$ cat src/rtl/alu_exec_unit.sv
// Sequential execute-stage ALU: 32-bit ops in one cycle, DADD/DSUB over two
// cycles on a shared HALF-bit adder, single-entry registered valid/ready output.
//
//   state | meaning
//   ------+-------------------------------------------------------------
//   IDLE  | output empty, ready to accept a bundle
//   HI    | 64-bit op in flight, computing high half with latched carry
//   HOLD  | result register valid, waiting for consumer handshake
module alu_exec_unit #(
    parameter int unsigned     XLEN           = 64,
    parameter int unsigned     HALF           = 32,
    parameter logic [XLEN-1:0] ILLEGAL_RESULT = '0
) (
    input  logic            clk,
    input  logic            reset,
    input  logic            in_valid,
    output logic            in_ready,
    input  logic [3:0]      alucontrol,
    input  logic [XLEN-1:0] srca,
    input  logic [XLEN-1:0] srcb,
    output logic            out_valid,
    input  logic            out_ready,
    output logic [XLEN-1:0] result,
    output logic            zero,
    output logic            overflow,
    output logic            illegal
);

    typedef enum logic [1:0] {
        S_IDLE = 2'd0,
        S_HI   = 2'd1,
        S_HOLD = 2'd2
    } state_t;

    state_t            state_q, state_d;
    logic [XLEN-1:0]   result_q, result_d;
    logic              overflow_q, overflow_d;
    logic              illegal_q, illegal_d;
    logic [HALF-1:0]   lo_sum_q, lo_sum_d;
    logic              carry_q, carry_d;
    logic [HALF-1:0]   a_hi_q, a_hi_d;
    logic [HALF-1:0]   b_hi_q, b_hi_d;
    logic              sub_q, sub_d;

    logic              dec_sub;
    logic              dec_wide;
    logic [HALF-1:0]   add_a;
    logic [HALF-1:0]   add_b;
    logic              add_cin;
    logic [HALF:0]     add_sum;
    logic              add_ovf;
    logic [XLEN-1:0]   single_res;
    logic              single_ovf;
    logic              single_ill;
    logic              accept;

    always_comb begin
        dec_sub  = 1'b0;
        dec_wide = 1'b0;
        case (alucontrol)
            4'b0110, 4'b0111: dec_sub = 1'b1;
            4'b1010:          dec_wide = 1'b1;
            4'b1110: begin
                dec_sub  = 1'b1;
                dec_wide = 1'b1;
            end
            default: ;
        endcase
    end

    // The one shared adder: high half of a latched 64-bit op in HI, otherwise
    // the low half of the incoming operands. Subtract is A + ~B + 1.
    always_comb begin
        if (state_q == S_HI) begin
            add_a   = a_hi_q;
            add_b   = b_hi_q ^ {HALF{sub_q}};
            add_cin = carry_q;
        end else begin
            add_a   = srca[HALF-1:0];
            add_b   = srcb[HALF-1:0] ^ {HALF{dec_sub}};
            add_cin = dec_sub;
        end
        add_sum = {1'b0, add_a} + {1'b0, add_b} + {{HALF{1'b0}}, add_cin};
        add_ovf = (add_a[HALF-1] == add_b[HALF-1]) && (add_sum[HALF-1] != add_a[HALF-1]);
    end

    always_comb begin
        single_res = ILLEGAL_RESULT;
        single_ovf = 1'b0;
        single_ill = 1'b0;
        case (alucontrol)
            4'b0000: single_res = srca & srcb;
            4'b0001: single_res = srca | srcb;
            4'b0010, 4'b0110: begin
                single_res = {{(XLEN-HALF){add_sum[HALF-1]}}, add_sum[HALF-1:0]};
                single_ovf = add_ovf;
            end
            // Signed less-than: sign of the difference corrected by overflow
            4'b0111: single_res = {{(XLEN-1){1'b0}}, add_sum[HALF-1] ^ add_ovf};
            default: single_ill = 1'b1;
        endcase
    end

    assign in_ready  = reset && ((state_q == S_IDLE) || ((state_q == S_HOLD) && out_ready));
    assign out_valid = (state_q == S_HOLD);
    assign accept    = in_valid && in_ready;

    always_comb begin
        state_d    = state_q;
        result_d   = result_q;
        overflow_d = overflow_q;
        illegal_d  = illegal_q;
        lo_sum_d   = lo_sum_q;
        carry_d    = carry_q;
        a_hi_d     = a_hi_q;
        b_hi_d     = b_hi_q;
        sub_d      = sub_q;
        case (state_q)
            S_IDLE, S_HOLD: begin
                if (accept) begin
                    if (dec_wide) begin
                        lo_sum_d = add_sum[HALF-1:0];
                        carry_d  = add_sum[HALF];
                        a_hi_d   = srca[XLEN-1:HALF];
                        b_hi_d   = srcb[XLEN-1:HALF];
                        sub_d    = dec_sub;
                        state_d  = S_HI;
                    end else begin
                        result_d   = single_res;
                        overflow_d = single_ovf;
                        illegal_d  = single_ill;
                        state_d    = S_HOLD;
                    end
                end else if ((state_q == S_HOLD) && out_ready) begin
                    state_d = S_IDLE;
                end
            end
            S_HI: begin
                result_d   = {add_sum[HALF-1:0], lo_sum_q};
                overflow_d = add_ovf;
                illegal_d  = 1'b0;
                state_d    = S_HOLD;
            end
            default: state_d = S_IDLE;
        endcase
    end

    always_ff @(posedge clk or negedge reset) begin
        if (!reset) begin
            state_q    <= S_IDLE;
            result_q   <= '0;
            overflow_q <= 1'b0;
            illegal_q  <= 1'b0;
            lo_sum_q   <= '0;
            carry_q    <= 1'b0;
            a_hi_q     <= '0;
            b_hi_q     <= '0;
            sub_q      <= 1'b0;
        end else begin
            state_q    <= state_d;
            result_q   <= result_d;
            overflow_q <= overflow_d;
            illegal_q  <= illegal_d;
            lo_sum_q   <= lo_sum_d;
            carry_q    <= carry_d;
            a_hi_q     <= a_hi_d;
            b_hi_q     <= b_hi_d;
            sub_q      <= sub_d;
        end
    end

    assign result   = result_q;
    assign zero     = (result_q == '0);
    assign overflow = overflow_q;
    assign illegal  = illegal_q;

endmodule

$ cat config.mk
export PLATFORM = sky130hd
export DESIGN_NAME = alu_exec_unit
export DESIGN_NICKNAME = d
export VERILOG_FILES = /design/src/rtl/alu_exec_unit.sv
export SDC_FILE = /design/constraint.sdc
export NUM_CORES = 1
export LEC_CHECK = 0
export BUFFER_PORTS_ARGS = -buffer_cell sky130_fd_sc_hd__buf_2
export CAP_MARGIN = 20
export CORE_AREA = 2 2 191 193
export CTS_CLUSTER_SIZE = 25
export DETAILED_ROUTE_END_ITERATION = 16
export DIE_AREA = 0 0 193 195
export PLACE_DENSITY = 0.54
export SYNTH_ARGS = -nofsm -noshare
export SYNTH_HDL_FRONTEND = slang
export SYNTH_SLANG_ARGS = --single-unit
$ cat constraint.sdc
create_clock -name clk -period 4.86 [get_ports clk]
set_clock_uncertainty 0.2 [all_clocks]
set_input_delay 0 -clock clk [delete_from_list [all_inputs] [get_ports clk]]
set_output_delay 0 -clock clk [all_outputs]
set_load 0.02 [all_outputs]
==> After elaboration in Yosys (flattened, before gate mapping) <==
Cells that the tools add are included.
{ "word_totals": {"reg_bits": 166, "input_bits": 136, "output_inout_bits": 69, "elab_cells": 66} }
{ "classes": {"n_addsub": 2, "eq_ne": 13, "mux": 21, "bitwise": 5, "reduce_logical": 16} }
{ "ops": {"columns": ["cell", "n"], "rows": [
  ["64-bit one-hot mux with 4 select lines", 1],
  ["64-bit two-way mux", 2],
  ["64-bit one-hot mux with 2 select lines", 1],
  ["64-bit bitwise AND", 1],
  ["64-bit zero test", 1],
  ["32-bit two-way mux", 2],
  ["64-bit bitwise OR", 1],
  ["32-bit bitwise XOR", 2],
  ["32-bit by 32-bit adder with 33-bit output", 1],
  ["33-bit by 1-bit adder with 33-bit output", 1],
  ["1-bit two-way mux", 9],
  ["4-bit by 3-bit equality test with 1-bit output, second input constant", 2],
  ["4-bit equality test, second input constant", 2],
  ["2-bit two-way mux", 3],
  ["3-bit AND reduction", 2],
  ["2-bit OR reduction", 3],
  ["5-bit OR reduction", 1],
  ["4-bit by 1-bit equality test with 1-bit output, second input constant", 1],
  ["4-bit by 2-bit equality test with 1-bit output, second input constant", 1],
  ["1-bit logical AND", 4],
  ["4-bit zero test", 1],
  ["2-bit inequality test, second input constant", 2],
  ["1-bit one-hot mux with 2 select lines", 2],
  ["2-bit one-hot mux with 2 select lines", 1],
  ["10 further kinds", 10]
]} }

==> Longest topological paths before layout <==
{ "logic_depth": {"word_depth": 14, "mapped_depth": 17, "depth_no_buf": 15} }

==> Worst setup path before layout <==
No wires, ideal clock.
{ "synth_path": {"path_kind": "reg2reg", "startpoint": "reg state_q[1]", "endpoint": "reg result_q[62] (netlist: result[62])", "setup_ns": 0.138, "t_arrival_ns": 4.045, "required_time_ns": 4.522, "path_slack_ns": 0.476, "path_stages_with_launch": 18, "path_buffers": 3, "period_less_slack_ns": 4.384, "cell_sequence": "dfrtp_1 nor2b_1 clkbuf_1 buf_1 buf_1 nor2_1 a21oi_1 fa_1 inv_1 fa_1 a21o_1 a221oi_2 nor4_2 o31a_1 o21a_1 o41ai_4 xor2_1 o211ai_1"} }
{ "synth_via": {"elab_chain_cells": 8, "elab_cells_between_ends": 21, "cone_classes": "add/sub (2); eq/ne (4); mux (7); reduce/logical (8)"} }
{ "synth_lines": {"columns": ["item", "line", "source"], "rows": [
  ["start, declared", "35", "state_t state_q, state_d;"],
  ["start signal, assigned", "160", "state_q <= state_d;"],
  ["2-bit by 1-bit equality test with 1-bit output", "74, 118", null],
  ["32-bit two-way mux", "74", "if (state_q == S_HI) begin"],
  ["32-bit by 32-bit adder with 33-bit output", "83", "add_sum = {1'b0, add_a} + {1'b0, add_b} + {{HALF{1'b0}}, add_cin};"],
  ["33-bit by 1-bit adder with 33-bit output", "83", null],
  ["64-bit one-hot mux with 4 select lines", "91", "case (alucontrol)"],
  ["64-bit two-way mux", "121", "if (dec_wide) begin"],
  ["64-bit two-way mux", "120", "if (accept) begin"],
  ["64-bit one-hot mux with 2 select lines", "118", "case (state_q)"],
  ["end signal, assigned", "161", "result_q <= result_d;"],
  ["end, declared", "36", "logic [XLEN-1:0] result_q, result_d;"]
]} }
Parallel ways exist; a longest one is shown, timed or not. The select of a mux whose other input is x is not followed.
A chain may end at the register's enable or synchronous reset.

==> Worst setup path in the final report <==
{ "layout_path": {"startpoint": "reg state_q[0]", "endpoint": "reg result_q[0] (netlist: result[0])"} }
{ "layout_via": {"elab_chain_cells": 11, "elab_cells_between_ends": 25, "cone_classes": "add/sub (2); eq/ne (6); mux (7); bitwise (1); reduce/logical (9)"} }
{ "layout_lines": {"columns": ["item", "line", "source"], "rows": [
  ["2-bit by 1-bit equality test with 1-bit output", "74, 118", null],
  ["32-bit two-way mux", "74", null],
  ["32-bit by 32-bit adder with 33-bit output", "83", null],
  ["33-bit by 1-bit adder with 33-bit output", "83", null],
  ["1-bit inequality test", "84", "add_ovf = (add_a[HALF-1] == add_b[HALF-1]) && (add_sum[HALF-1] != add_a[HALF-1]);"],
  ["1-bit logical AND", "84", null],
  ["1-bit bitwise XOR", "99", "4'b0111: single_res = {{(XLEN-1){1'b0}}, add_sum[HALF-1] ^ add_ovf};"],
  ["64-bit one-hot mux with 4 select lines", "91", null],
  ["64-bit two-way mux", "121", null],
  ["64-bit two-way mux", "120", null],
  ["64-bit one-hot mux with 2 select lines", "118", null]
]} }
Parallel ways exist; a longest one is shown, timed or not. The select of a mux whose other input is x is not followed.

==> results.sh <==
export IMPL_outcome="complete, no violations"
export IMPL_clock_root_buffer="clkbuf_16"
export IMPL_fp_row_count=69
export IMPL_synth_async_reset_ratio_pct=100.0
export IMPL_dr_pass1_iters=7
export IMPL_final_max_slew_viol_count=0
export IMPL_worst_r2r_cell_count=13
export IMPL_cp_start_kind="register"
export IMPL_drtIter0Drc=932
export IMPL_reg2reg_from="state_q[0]"
export IMPL_synth_cell_type_count=60
export IMPL_cp_required_ps=4990
export IMPL_yosysWarningCount=0
export IMPL_vias_per_cell=5.135
export IMPL_syn_area_um2=10570
export IMPL_multi_input_area_um2=6078
export IMPL_io_buffers=204
export IMPL_grt_overflow=0
export IMPL_vdd_drop_max_uv=268.2
export IMPL_cts_buffers_inserted=17
export IMPL_reg2reg_slack_ps=200
export IMPL_antenna_found_initial=2
export IMPL_grt_pass1_vias=10542
export IMPL_min_period_over_period_pct=95.96
export IMPL_nets=1749
export IMPL_syn_area_per_cell_um2=8.253
export IMPL_instances_no_fill=2052
export IMPL_drc_errors=0
export IMPL_pin_count=205
export IMPL_die_x_um=193
export IMPL_drive_gt1_share_pct=17.35
export IMPL_slowest_delay_ps=570
export IMPL_grt_max_degree=81
export IMPL_layout_commonest_cell="nand2_1"
export IMPL_synth_seq_area_share_pct=39.29
export IMPL_syn_nets=1450
export IMPL_path_delay_family="compound AO/OA/AOI/OAI gates"
export IMPL_cts_sinks=166
export IMPL_crit_type="reg -> reg"
export IMPL_wl_mm=41.28
export IMPL_cts_tree="yes"
export IMPL_power_density_nw_per_um2=357.1
export IMPL_die_h_um=195
export IMPL_min_period_ps=4664
export IMPL_rsz0062_at_grt="false"
export IMPL_grt_pass1_wl_mm=63.09
export IMPL_num_fill_cells=3714
export IMPL_end_kind="register"
export IMPL_synth_top_flop_cell="dfrtp_1"
export IMPL_worst_path_stages=13
export IMPL_cpMostUsedCell="a21oi_1"
export IMPL_gr_usage_all_layers_pct=22.00
export IMPL_syn_to_final_growth_pct=33.49
export IMPL_synth_edf_count=0
export IMPL_final_cell_mix="nand2_1 (435), buf_2 (203), dfrtp_1 (165), dlygate4sd3_1 (139), xor2_1 (78)"
export IMPL_slew_headroom_pct=42.68
export IMPL_clockBufferDepth=2
export IMPL_wire_per_inst_um=20.11
export IMPL_max_cap_violations=0
export IMPL_dp_hpwl_mm=29.14
export IMPL_crit_slowest_cell="dlygate4sd3_1"
export IMPL_fmax_mhz=214.4
export IMPL_power_leakage_nw=6.865
export IMPL_gp_congestion=0.8957
export IMPL_antenna_cells=0
export IMPL_hold_path_class="in -> reg"
export IMPL_arrival_ps=4790
export IMPL_hold_slack_ps=35.52
export IMPL_path_cells="nor2b_4 -> buf_4 -> o21ai_0 -> ha_1 -> nand2_1 -> o21ai_1 -> a311oi_1 -> a21oi_1 -> a311oi_4 -> a21oi_1 -> o221ai_1 -> dlygate4sd3_1 -> a221o_1"
export IMPL_worstMarginPinSlew_ps=859.8
export IMPL_cp_startpoint="state_q[0]"
export IMPL_ys_ff_latch=166
export IMPL_dp_cells=1882
export IMPL_vias=10538
export IMPL_netlist_instances=1281
export IMPL_setup_violations=0
export IMPL_htree_levels=4
export IMPL_core_area_um2=35400
export IMPL_die_area_um2=37640
export IMPL_detail_route_antenna_nets=0
export IMPL_clkLatencyLatePin_ps=440
export IMPL_crit_buf_inv=2
export IMPL_ff_latch_area_um2=4155
export IMPL_initial_utilization_pct=29.87
export IMPL_cts_reportedPaths_clkPinSlew_ps=70
export IMPL_tns_ps=0
export IMPL_cp_endpoint="result[0]"
export IMPL_hold_viol=0
export IMPL_rr_endpoint="result[0]"
export IMPL_crit_fanout=48
-- logic make-up after synthesis --
| kind of cell | count (synthesis) | share of synthesized area (%) |
|---|---|---|
| mux | 5 | 0.4852 |
| xor+xnor | 96 | 7.953 |
| fa+ha+maj | 97 | 10.11 |
| buf+inv | 96 | 3.609 |
| compound gates | 266 | 17.09 |
| flops | 166 | 39.29 |
| simple gates | 555 | 21.47 |
-- power by group --
part	total [mW]	switching [mW]	internal (mW)
clock network	1.48	0.621	0.856
registers	1.95	0.255	1.70
logic	1.61	0.956	0.654
total	5.04	1.83	3.21
-- synth_stat cells, types with 3 or more instances --
library cell,n,area [µm²]
clkbuf_1,65,244.0
inv_1,8,30.03
xor2_1,78,683.2
o21ai_1,4,20.02
dfrtp_1,166,4154
o21a_1,3,22.52
maj3_1,64,640.6
nor3_1,9,45.04
a22oi_1,25,187.7
xnor2_1,18,157.7
nor4_1,17,106.4
buf_2,11,55.05
mux2i_1,4,40.04
a211oi_1,4,30.03
a222oi_1,28,280.3
and3_1,4,25.02
nand2b_1,4,25.02
buf_1,10,37.54
a21o_1,15,112.6
a31oi_1,3,18.77
o21ai_0,76,380.4
nor2b_1,4,25.02
a21oi_1,49,245.2
nor2_1,44,165.2
or3_1,5,31.28
o211ai_1,14,105.1
ha_1,31,387.9
nand4_1,12,75.07
o22ai_1,15,93.84
nand3_1,9,45.04
a221o_1,4,40.04
nand2_1,435,1633
-- flip-flops by register name, indices dropped and copies added, names as in the netlist --
signal	cells
sub_q	1
a_hi_q	32
carry_q	1
illegal	1
overflow	1
state_q	2
b_hi_q	32
lo_sum_q	32
result	64
-- cell type report --
type | count | area share, %
clock buffer | 18 | 3.041
clock inverter | 12 | 1.277
inverter | 8 | 0.2128
multi-input combinational | 1019 | 43.07
sequential | 166 | 29.44
tap | 461 | 4.087
timing repair buffer | 368 | 18.87
-- worst register-to-register path: cells and delay by family, from the launching register on --
| kind | cells | cell delay (ps) |
|---|---|---|
| compound gates | 8 | 2090 |
| simple gates | 2 | 370 |
| flops | 1 | 430 |
| buf+inv | 2 | 1020 |
| fa+ha+maj | 1 | 430 |
-- per-layer routing --
metal / part of all wire, % / global-route usage [%] / wire [µm] / vias up
met4: 2.8 / 7.576 / 1165 / 2
met3: 6.2 / 4.062 / 2540 / 51
li1: - / - / - / 5049
met5: 0.031 / 0 / 13 / -
met2: 46 / 34.57 / 18880 / 339
met1: 45 / 30.27 / 18670 / 5097
-- stage by stage --
stage | utilization [%] | area, µm² | power, mW | setup WS, ps
floorplan | - | 10570 | 2.880 | 476.4
CTS | 39.86 | 14110 | 5.067 | 261.1
global placement | 34.07 | 12060 | 3.458 | 629.0
global route | 39.87 | 14110 | 5.336 | 2.205
finish | 39.87 | 14110 | 5.040 | 196.2
detailed placement | 34.13 | 12080 | 3.475 | 569.0
-- how the worst min path moves through the flow --
stage                              from  depth (start not counted)  slack [ps]   endpoint
after CTS                 alucontrol[2]                          4          10      sub_q
after detailed placement          reset                          1        -190  a_hi_q[9]
after global placement            reset                          1        -190  a_hi_q[9]
after global routing      alucontrol[2]                          4          40      sub_q
final                     alucontrol[1]                          4          40      sub_q
after floorplan                   reset                          0        -500  a_hi_q[0]
-- repair_timing --
item / in CTS / in global routing
hold buffers: 140 / 0
setup endpoints to repair: 0 / 1
resized for setup: 0 / 1
endpoints found under the hold margin: 186 / 0
buffers inserted: 0 / 0
Note: power is estimated with default switching activity, not from simulation.
